### src/rtl/sample_strobe_gen_if.sv
// Control and strobe bundle between the bench/replay engine and sample_strobe_gen.
// Per-channel fields are packed with channel i at [i*DIV_WIDTH +: DIV_WIDTH].
interface sample_strobe_gen_if #(
  parameter int CHANNELS  = 2,
  parameter int DIV_WIDTH = 16,
  parameter int CNT_WIDTH = 32
);
  logic                          enable;
  logic                          clear;
  logic [CHANNELS*DIV_WIDTH-1:0] div;
  logic [CHANNELS*DIV_WIDTH-1:0] phase;
  logic [CNT_WIDTH-1:0]          total_points;
  logic [CHANNELS-1:0]           strobe;
  logic [CNT_WIDTH-1:0]          point_cnt;
  logic                          busy;
  logic                          done;

  modport master (
    output enable, clear, div, phase, total_points,
    input  strobe, point_cnt, busy, done
  );

  modport slave (
    input  enable, clear, div, phase, total_points,
    output strobe, point_cnt, busy, done
  );
endinterface

### src/rtl/sample_strobe_gen.sv
// Multi-channel clock-enable strobe generator with per-channel divide and phase,
// counting channel-0 strobes and stopping itself after a programmed point count.
module sample_strobe_gen #(
  parameter int CHANNELS  = 2,
  parameter int DIV_WIDTH = 16,
  parameter int CNT_WIDTH = 32
) (
  input logic              clk,
  input logic              rst,
  sample_strobe_gen_if.slave bus
);

  typedef enum logic [1:0] {
    IDLE = 2'd0,
    ARM  = 2'd1,
    RUN  = 2'd2,
    DONE = 2'd3
  } state_e;

  state_e                              state_q, state_d;
  logic [CHANNELS-1:0][DIV_WIDTH-1:0]  div_q, div_d;
  logic [CHANNELS-1:0][DIV_WIDTH-1:0]  phase_q, phase_d;
  logic [CHANNELS-1:0][DIV_WIDTH-1:0]  cd_q, cd_d;
  logic [CNT_WIDTH-1:0]                total_q, total_d;
  logic [CNT_WIDTH-1:0]                cnt_q, cnt_d;
  logic [CHANNELS-1:0]                 strobe_q, strobe_d;
  logic                                busy_q, busy_d;
  logic                                done_q, done_d;

  always_ff @(posedge clk or posedge rst) begin
    if (rst) begin
      state_q  <= IDLE;
      div_q    <= '0;
      phase_q  <= '0;
      cd_q     <= '0;
      total_q  <= '0;
      cnt_q    <= '0;
      strobe_q <= '0;
      busy_q   <= 1'b0;
      done_q   <= 1'b0;
    end else begin
      state_q  <= state_d;
      div_q    <= div_d;
      phase_q  <= phase_d;
      cd_q     <= cd_d;
      total_q  <= total_d;
      cnt_q    <= cnt_d;
      strobe_q <= strobe_d;
      busy_q   <= busy_d;
      done_q   <= done_d;
    end
  end

  // busy/done are registered from the current state, so they lag it by one edge.
  always_comb begin
    state_d  = state_q;
    div_d    = div_q;
    phase_d  = phase_q;
    cd_d     = cd_q;
    total_d  = total_q;
    cnt_d    = cnt_q;
    strobe_d = '0;
    busy_d   = (state_q == ARM) || (state_q == RUN);
    done_d   = (state_q == DONE);

    case (state_q)
      IDLE: begin
        if (bus.enable) begin
          state_d = ARM;
          div_d   = bus.div;
          phase_d = bus.phase;
          total_d = bus.total_points;
        end
      end
      ARM: begin
        if (total_q == '0) begin
          state_d = DONE;
        end else begin
          state_d = RUN;
          cd_d    = phase_q;
          cnt_d   = '0;
        end
      end
      RUN: begin
        if (bus.enable) begin
          for (int i = 0; i < CHANNELS; i++) begin
            strobe_d[i] = (cd_q[i] == '0);
            cd_d[i]     = strobe_d[i] ? div_q[i] : cd_q[i] - DIV_WIDTH'(1);
          end
          if (strobe_d[0]) begin
            cnt_d = cnt_q + CNT_WIDTH'(1);
            if (cnt_d == total_q) begin
              state_d = DONE;
            end
          end
        end
      end
      DONE: begin
        if (!bus.enable) begin
          state_d = IDLE;
        end
      end
      default: state_d = IDLE;
    endcase

    // Abort wins over everything, including the terminal-count transition.
    if (bus.clear) begin
      state_d  = IDLE;
      strobe_d = '0;
      cnt_d    = '0;
    end
  end

  assign bus.strobe    = strobe_q;
  assign bus.point_cnt = cnt_q;
  assign bus.busy      = busy_q;
  assign bus.done      = done_q;

endmodule
### src/flat_wrapper.sv
// flat-port wrapper written by rule: the top's interface ports become plain ports
module sample_strobe_gen_flat 
#(
  parameter int CHANNELS  = 2,
  parameter int DIV_WIDTH = 16,
  parameter int CNT_WIDTH = 32
)
  (clk, rst, bus_enable, bus_clear, bus_div, bus_phase, bus_total_points, bus_strobe, bus_point_cnt, bus_busy, bus_done);
  sample_strobe_gen_if #(.CHANNELS(CHANNELS), .DIV_WIDTH(DIV_WIDTH), .CNT_WIDTH(CNT_WIDTH)) bus_i ();
  input logic clk;
  input logic rst;
  input wire logic [$bits(bus_i.enable)-1:0] bus_enable;
  input wire logic [$bits(bus_i.clear)-1:0] bus_clear;
  input wire logic [$bits(bus_i.div)-1:0] bus_div;
  input wire logic [$bits(bus_i.phase)-1:0] bus_phase;
  input wire logic [$bits(bus_i.total_points)-1:0] bus_total_points;
  output wire logic [$bits(bus_i.strobe)-1:0] bus_strobe;
  output wire logic [$bits(bus_i.point_cnt)-1:0] bus_point_cnt;
  output wire logic [$bits(bus_i.busy)-1:0] bus_busy;
  output wire logic [$bits(bus_i.done)-1:0] bus_done;
  assign bus_i.enable = bus_enable;
  assign bus_i.clear = bus_clear;
  assign bus_i.div = bus_div;
  assign bus_i.phase = bus_phase;
  assign bus_i.total_points = bus_total_points;
  assign bus_strobe = bus_i.strobe;
  assign bus_point_cnt = bus_i.point_cnt;
  assign bus_busy = bus_i.busy;
  assign bus_done = bus_i.done;
  sample_strobe_gen #(.CHANNELS(CHANNELS), .DIV_WIDTH(DIV_WIDTH), .CNT_WIDTH(CNT_WIDTH)) u_core (.clk(clk), .rst(rst), .bus(bus_i));
endmodule
### config.mk
export PLATFORM = sky130hd
export DESIGN_NAME = sample_strobe_gen_flat
export DESIGN_NICKNAME = d
export VERILOG_FILES = /design/src/rtl/sample_strobe_gen_if.sv /design/src/rtl/sample_strobe_gen.sv /design/src/flat_wrapper.sv
export SDC_FILE = /design/constraint.sdc
export NUM_CORES = 1
export LEC_CHECK = 0
export BUFFER_PORTS_ARGS = -buffer_cell sky130_fd_sc_hd__buf_4
export CELL_PAD_IN_SITES_DETAIL_PLACEMENT = 2
export CELL_PAD_IN_SITES_GLOBAL_PLACEMENT = 2
export CORE_UTILIZATION = 39
export CTS_CLUSTER_SIZE = 24
export DETAILED_ROUTE_END_ITERATION = 8
export PLACE_DENSITY_LB_ADDON = 0.1
export SETUP_SLACK_MARGIN = 0.3
export SKIP_LAST_GASP = 1
export SYNTH_ARGS = -nofsm -noshare
export SYNTH_HDL_FRONTEND = slang
export SYNTH_SLANG_ARGS = --single-unit
### constraint.sdc
create_clock -name clk -period 13.58 [get_ports clk]
set_input_delay 2.716 -clock clk [delete_from_list [all_inputs] [get_ports clk]]
set_output_delay 2.716 -clock clk [all_outputs]
set_load 0.005 [all_outputs]
## Yosys cells after proc, flatten, opt, wreduce, memory -nomap -nowiden

Index checks and enable logic that the tools add are counted.
W data, S select, Z words.

- Register bits: 166
- Input port bits: 100
- Output and inout bits: 36
- Logic and storage cells: 59

- Add/subtract/negate cells: 3
- Equality and inequality tests: 12
- Multiplexer cells: 21
- Reductions and logical operators: 11

Operators with widths:

| kind | number |
|---|---|
| $mux W32 | 6 |
| $pmux W32 S2 | 2 |
| $add A32 B1 Y32 const B | 1 |
| $eq A32 B32 Y1 | 1 |
| $logic_not A16 Y1 | 2 |
| $logic_not A32 Y1 | 1 |
| $mux W16 | 2 |
| $sub A16 B1 Y16 const B | 2 |
| $mux W2 | 9 |
| $ne A3 B3 Y1 const B | 6 |
| $pmux W2 S4 | 1 |
| $reduce_and A5 Y1 | 1 |
| $eq A2 B2 Y1 const B | 2 |
| $ne A2 B2 Y1 const B | 2 |
| $reduce_and A4 Y1 | 1 |
| $reduce_and A3 Y1 | 1 |
| $reduce_bool A3 Y1 | 1 |
| $eq A2 B1 Y1 const B | 1 |
| $logic_not A2 Y1 | 1 |
| $reduce_and A2 Y1 | 1 |
| $reduce_bool A2 Y1 | 1 |
| $logic_or A1 B1 Y1 | 1 |
| $mux W1 | 1 |

## Depth between registers and ports, before layout

Gate-level depths: netlist (run 1).

- Word-level depth: 7
- Gate-level depth with buffers: 12
- Mapped depth without buffers: 10

## Worst setup path after synthesis (run 1)

OpenSTA, ideal clock, no wires.

- Path kind: in2reg
- From: input bus_enable
- To: register u_core.div_q[0] in the netlist's numbering
- Setup time: 125 ps
- Data arrival time: 4045 ps
- Slack: 9410 ps
- Stages: 5
- Path buffers: 3
- Path through: clkbuf_1 nand2_1 buf_1 clkbuf_1 mux2_2

- Cells in the longest elaborated chain, start to end: 1

RTL lines:

| element | line | RTL |
|---|---|---|
| from (decl) | flat_wrapper.sv:12 | `input wire logic [$bits(bus_i.enable)-1:0] bus_enable;` |
| $reduce_and A2 Y1 (no line) | -- |  |
| to (signal assigned) | sample_strobe_gen.sv:43 | `div_q <= div_d;` |
| to (decl) | sample_strobe_gen.sv:21 | `logic [CHANNELS-1:0][DIV_WIDTH-1:0] div_q, div_d;` |

Every way passes these cells.
A chain may end at the register's enable or synchronous reset.

## Worst setup path in the final report (run 1)

- From: input bus_enable
- To: register u_core.total_q[27]

- Cells in the longest elaborated chain, start to end: 1

RTL lines:

| element | line | RTL |
|---|---|---|
| $reduce_and A2 Y1 (no line) | -- |  |
| to (signal assigned) | sample_strobe_gen.sv:46 | `total_q <= total_d;` |
| to (decl) | sample_strobe_gen.sv:24 | `logic [CNT_WIDTH-1:0] total_q, total_d;` |

Every way passes these cells.

==> results.md, run 1 <==
- Hold endpoint: u_core.div_q[14]
- Crit Path Class: input pin to flop
- Global route total overflow: 0
- Worst slew margin: 30.0%
- Row cnt: 55
- Worst slew pin tran: 1040 ps
- Synth Register Bits: 166
- Placeable Area: 22800 µm²
- Clk_lat worst skew: 430 ps
- Hold_sp: u_core.div_q[14]
- Pwr Density: 198 nW/µm²
- Crit share post-route: 30.8%
- Minimum clock period: 4190 ps
- Netlist Area Pre-Place: 9150 µm²
- Clock buffer depth: 2
- Startpoint Class: input pin
- Sequential area share after synthesis: 45.4%
- Synth unique cells: 69
- CP cell instances: buf_4 -> nand2_4 -> buf_4 -> mux2_2
- Starting Density: 40.0%
- Area Growth Syn to Fin: 20.3%
- Peak Freq: 239 MHz
- Detailed Route Iter0 Violations: 324
- Met1 GRT Util: 30.4%
- Yosys warning count: 0
- Max-slew violations: 0
- 1st-pass router iterations: 4
- Mean Syn Cell Area: 9.88 µm²
- Dpl hpwl: 20.2 mm
- Maximum VDD drop: 0.0833 mV
- Final setup viols: 0
- DRC: 0
- DP Area: 10400 µm²
- CTS Buf Count: 17
- Die area: 24100 µm²
- Clock Skew: 15.1 ps
- Antenna fix cells: 0
- Largest delay contributor family on the critical path: buffers and inverters
- Htree depth: 4
- Vias in the first global route: 8568
- Remaining antenna violation count after routing: 0
- Leakage power: 4.52 nW
- Worst r2r dst: u_core.bus.point_cnt[31]
- Worst-path clk slew: 70 ps
- Hold-fix buffers, CTS: 0
- Async S/R FF share, synth: 100%
- Post-CTS sizing: 0
- Worst Reg-to-Reg Cells: 10
- Post-CTS setup buffers: 0
- Post-route setup TNS: 0 ps
- Die W: 155 µm
- CP max-delay cell: buf_4
- First-pass GRT wire length: 46.9 mm
- Final Power: 2.18 mW
- CP max FO: 62
- Most Crowded Layer GR: met2
- Reg-to-Reg Start: u_core.cd_q[0]
- PortBufs: 135
- Final core occ: 48.2%
- Main synth FF type: dfrtp_1
- GRT Util Overall: 25.0%
- Status: completed
- Die Y: 155 µm
- Hold/Removal Path Class: flop to flop
- CTS tree: done
- Syn nets: 1034
- Commonest non-fill, non-tap cell in the layout: dfrtp_1
- TritonCTS Sinks: 166
- Clk root buf: clkbuf_16
- Post-Syn Instances: 926
- CP Capture Type: flop
- Reg2reg setup slack: 9890 ps
- RSZ-0062 raised after global routing: no
- Final hold vios: 0
- CP Buf/Inv Count: 2
- Commonest non-fill, non-tap cells in the layout: dfrtp_1 (166), buf_4 (143), mux2_2 (97), o21ai_0 (96), nand2_1 (93)
- Share of cells above drive strength 1: 27.9%
- Initial antenna violation count: 0
- Max-cap viol count: 0
- Post-synth EDFFs: 0
- Final Cell Area: 11000 µm²
- Met2 global-route usage: 45.1%
- Crit path from: bus_enable
- Routed WL per cell: 21.2 µm
- Largest net degree at the start of global routing: 95
- # IOs: 136
- Routed Wire Length: 28.7 mm
- Critical path's most frequent cell: buf_4
- Vias: 7755
- Met3 Track Usage GR: 4.68%
- Critical path required time: 13890 ps
- Critical path's largest stage delay: 710 ps
- Hold Path Depth: 1
- Worst path arrival time: 4500 ps
- GPL Wtd Cong: 0.796
- NumNets Final: 1135
- Vias per cell: 5.73
[state kept, by name (all words and copies together), names as in the netlist]
name,flops
u_core.div_q,32
u_core.bus.point_cnt,32
u_core.cd_q,32
u_core.bus.done,1
u_core.bus.busy,1
u_core.total_q,32
u_core.state_q,2
u_core.bus.strobe,2
u_core.phase_q,32
[metrics by stage]
stage | hold slack, ps | setup slack (ps) | std cells
global placement | 485 | 8990 | 1321
finish | 505 | 9390 | 1353
CTS | 510 | 9400 | 1353
detailed placement | 493 | 8940 | 1321
floorplan | 465 | 6370 | 926
global route | 531 | 9290 | 1353
[per-layer routing]
metal	wire length, µm	part of all wire (%)
met5	0	0
met4	453	1.6
met3	874	3.0
met2	15100	53
met1	12300	43
[cells in the mapped netlist (all sizes together) (3+ instances only)]
cell type	count	area share (%)
ha	8	1.1
and4	8	0.79
nor2	52	2.1
dfrtp	166	45
buf	24	1.2
and2	5	0.34
inv	15	0.62
o22ai	5	0.34
nand2b	5	0.34
a221oi	3	0.36
nor4	32	2.5
o41ai	6	0.57
or3	4	0.27
o211ai	4	0.33
nand3	25	1.4
or4	11	0.94
and3	11	0.75
o21ai	98	5.4
mux2i	21	2.3
mux2	97	12
a31oi	14	0.96
xnor2	38	3.6
nand2	94	3.9
o31ai	16	1.3
o21a	5	0.41
nor3	23	1.3
nor4b	7	0.67
clkbuf	37	1.5
xor2	16	1.5
nand4	17	1.2
a21oi	27	1.5
[how the worst max path moves through the flow]
stage / end / slack [ps] / depth (start not counted)
finish: u_core.total_q[27] / 9390 / 4
global route: u_core.div_q[26] / 9290 / 3
CTS: u_core.total_q[27] / 9400 / 4
detailed placement: u_core.total_q[27] / 8940 / 4
global placement: u_core.total_q[21] / 8990 / 4
floorplan: u_core.bus.busy / 6370 / 1
[layout make-up]
class / count / area (µm²)
repair buffers: 143 / 1070
inverters: 15 / 61.3
flip-flops and latches: 166 / 4150
clock buffers: 18 / 439
fillers: 2436 / 11800
multi-input cells: 684 / 4720
well taps: 313 / 392
clock inverters: 14 / 161
[power by group]
group	total (mW)	leakage [nW]	internal (mW)	switching, mW
clock	0.488	0.290	0.252	0.236
combinational	0.792	2.19	0.383	0.410
sequential	0.894	2.04	0.698	0.196
total	2.18	4.52	1.33	0.842
[cell families (layout without fill, tap and decap cells)]
| group | after synthesis | in the layout | share of synthesized area [%] |
|---|---|---|---|
| buffers and inverters | 76 | 190 | 3.36 |
| AO/OA/AOI/OAI | 203 | 203 | 13.6 |
| adder cells (fa/ha/maj) | 8 | 8 | 1.09 |
| XOR/XNOR | 54 | 54 | 5.17 |
| flip-flops | 166 | 166 | 45.4 |
| AND/OR/NAND/NOR | 301 | 301 | 17.1 |
| multiplexers | 118 | 118 | 14.2 |
Power figures use the tool's default switching activity.
==> inputs of run 2 (changes only) <==
Settings changed: ABC_AREA set to 1, CORE_UTILIZATION 39 to 33.
Clock period 13.58 ns to 3.9 ns, I/O delays scaled along.
==> run 2 against run 1 <==
Against the previous run:
- design area rose by 3.2%
- worst hold slack improved by 3.2 ps
- clock power increased to 3.6 times the previous value
- register-to-register slack worse by 9000 ps
- via count is 13% higher
==> results.md, run 2 <==
- CTS Buf Count: 17
- Max-cap viol count: 0
- Remaining antenna violation count after routing: 0
- Post-CTS sizing: 0
- Commonest non-fill, non-tap cell in the layout: nand2_1
- Pwr Density: 671 nW/µm²
- Peak Freq: 331 MHz
- Critical path's largest stage delay: 640 ps
- Crit Path Class: flop to flop
- Final hold vios: 0
- Synth unique cells: 41
- RSZ-0062 raised after global routing: no
- Hold Path Depth: 1
- Hold/Removal Path Class: flop to flop
- Vias per cell: 5.07
- Syn nets: 1321
- CP cell instances: inv_1 -> ha_1 -> inv_2 -> nor2_1 -> buf_4 -> inv_2 -> nor3_2 -> nand3_1 -> o22ai_1
- Row cnt: 61
- Hold endpoint: u_core.div_q[2]
- Worst slew margin: 30.4%
- Vias: 8784
- Max-slew violations: 0
- TritonCTS Sinks: 166
- Clk root buf: clkbuf_16
- Critical path required time: 4230 ps
- Clk_lat worst skew: 440 ps
- Hold-fix buffers, CTS: 0
- Worst slew pin tran: 1040 ps
- Post-synth EDFFs: 0
- Post-route setup TNS: 0 ps
- Die area: 28900 µm²
- Routed WL per cell: 18.5 µm
- Synth area leader: dfrtp_1
- Startpoint Class: flop
- First-pass GRT wire length: 51.6 mm
- Dpl hpwl: 24.1 mm
- Most common cell in the netlist: nand2_1
- Crit share post-route: 77.6%
- Fill count: 3285
- Sequential area share after synthesis: 44.5%
- Status: completed
- Critical path's most frequent cell: inv_2
- CP max FO: 25
- Synth top cells by count: nand2_1 (300), dfrtp_1 (166), nor2_1 (160), inv_1 (132), nand3_1 (91)
- CP Buf/Inv Count: 4
- Area Growth Syn to Fin: 21.8%
- Die W: 170 µm
- NumNets Final: 1447
- # IOs: 136
- Clock Skew: 18.3 ps
- Footprint of the multi-input gates: 4490 µm²
- Worst r2r dst: u_core.bus.point_cnt[17]
- Initial antenna violation count: 1
- Largest net degree at the start of global routing: 58
- Largest delay contributor family on the critical path: simple AND/OR/NAND/NOR gates
- Share of cells above drive strength 1: 20.0%
- Placeable Area: 27800 µm²
- Worst path arrival time: 3350 ps
- Reg2reg setup slack: 870 ps
- Main synth FF type: dfrtp_1
- FF+latch area: 4150 µm²
- CP Capture Type: flop
- Maximum VDD drop: 0.336 mV
- GRT Util Overall: 23.2%
- Crit path from: u_core.state_q[0]
- Leakage power: 5.29 nW
- Reg-to-Reg Start: u_core.state_q[0]
- CP max-delay cell: nand3_1
- Final setup viols: 0
- Synth Register Bits: 166
- Worst Reg-to-Reg Cells: 9
- Worst-path clk slew: 80 ps
- Yosys top cell area share: 44.5%
- PortBufs: 135
- Place WS: 918 ps
- Detailed Route Iter0 Violations: 282
- Clock buffer depth: 2
- Starting Density: 33.6%
- Minimum clock period: 3030 ps
- Commonest non-fill, non-tap cells in the layout: nand2_1 (299), dfrtp_1 (166), nor2_1 (160), buf_4 (142), inv_1 (131)
- Die Y: 170 µm
- Async S/R FF share, synth: 100%
- Mean Syn Cell Area: 7.69 µm²
- Global route total overflow: 0
- Htree depth: 4
- Synth area leaders: dfrtp_1 (45%), nand2_1 (12%), nor2_1 (6.4%)
- Routed Wire Length: 32.0 mm
- Post-Syn Instances: 1213
- Yosys warning count: 0
- DRC: 0
- Hold_sp: u_core.div_q[2]
- CTS tree: done
- Final WS setup: 875 ps
- 1st-pass router iterations: 4
- Post-CTS setup buffers: 0
- GPL Wtd Cong: 0.847
- Netlist Area Pre-Place: 9330 µm²
- Vias in the first global route: 9554
## run 2: metrics by stage
| step | instance area (µm²) | power, mW | hold slack [ps] | cells | util, % |
|---|---|---|---|---|---|
| after floorplan | 9330 | 4.99 | 465 | 1213 | - |
| after global placement | 10800 | 5.82 | 481 | 1698 | 38.7 |
| after detailed placement | 10800 | 5.97 | 493 | 1698 | 38.7 |
| after CTS | 11400 | 7.76 | 511 | 1730 | 40.9 |
| after global routing | 11400 | 8.26 | 516 | 1730 | 40.9 |
| final | 11400 | 7.62 | 508 | 1731 | 40.9 |
## run 2: cells by family after synthesis
group,count (synthesis),share of synthesized area [%]
simple gates,605,27.8
compound gates,191,11.4
buf+inv,176,7.44
flops,166,44.5
mux,53,6.40
xor+xnor,14,1.31
fa+ha+maj,8,1.07
## run 2: worst max-delay path by stage
| stage | endpoint | depth (start not counted) |
|---|---|---|
| after floorplan | u_core.bus.busy | 1 |
| after global placement | u_core.bus.point_cnt[29] | 9 |
| after detailed placement | u_core.bus.point_cnt[4] | 9 |
| after CTS | u_core.bus.point_cnt[17] | 9 |
| after global routing | u_core.bus.point_cnt[17] | 9 |
| final | u_core.bus.point_cnt[17] | 9 |
## run 2: cell type report
type,count,area share [%]
Multi-Input combinational cell,871,39.5
Clock inverter,14,1.35
Inverter,138,4.59
Clock buffer,18,3.87
Tap cell,378,4.16
Timing Repair Buffer,145,9.91
Sequential cell,166,36.6
Antenna cell,1,0.0220
## run 2: worst reg2reg max path, stage by stage (launching register included)
cell and delay (ps):
dfrtp_1 420, inv_1 140, ha_1 210, inv_2 230, nor2_1 180, buf_4 310
inv_2 180, nor3_2 200, nand3_1 640, o22ai_1 420
## run 2: metal layers
metal  GRT usage [%]  wire, µm  up-vias
met5               0         0        -
met4            6.66       594        0
met3            2.93       745       29
met2            42.1     16500      120
met1            28.7     14200     4432
li1                -         -     4203
## run 2: where the power goes
group / switching [mW] / internal [mW]
registers: 0.492 / 2.43
logic: 1.85 / 1.11
clock network: 0.860 / 0.877
total: 3.20 / 4.42
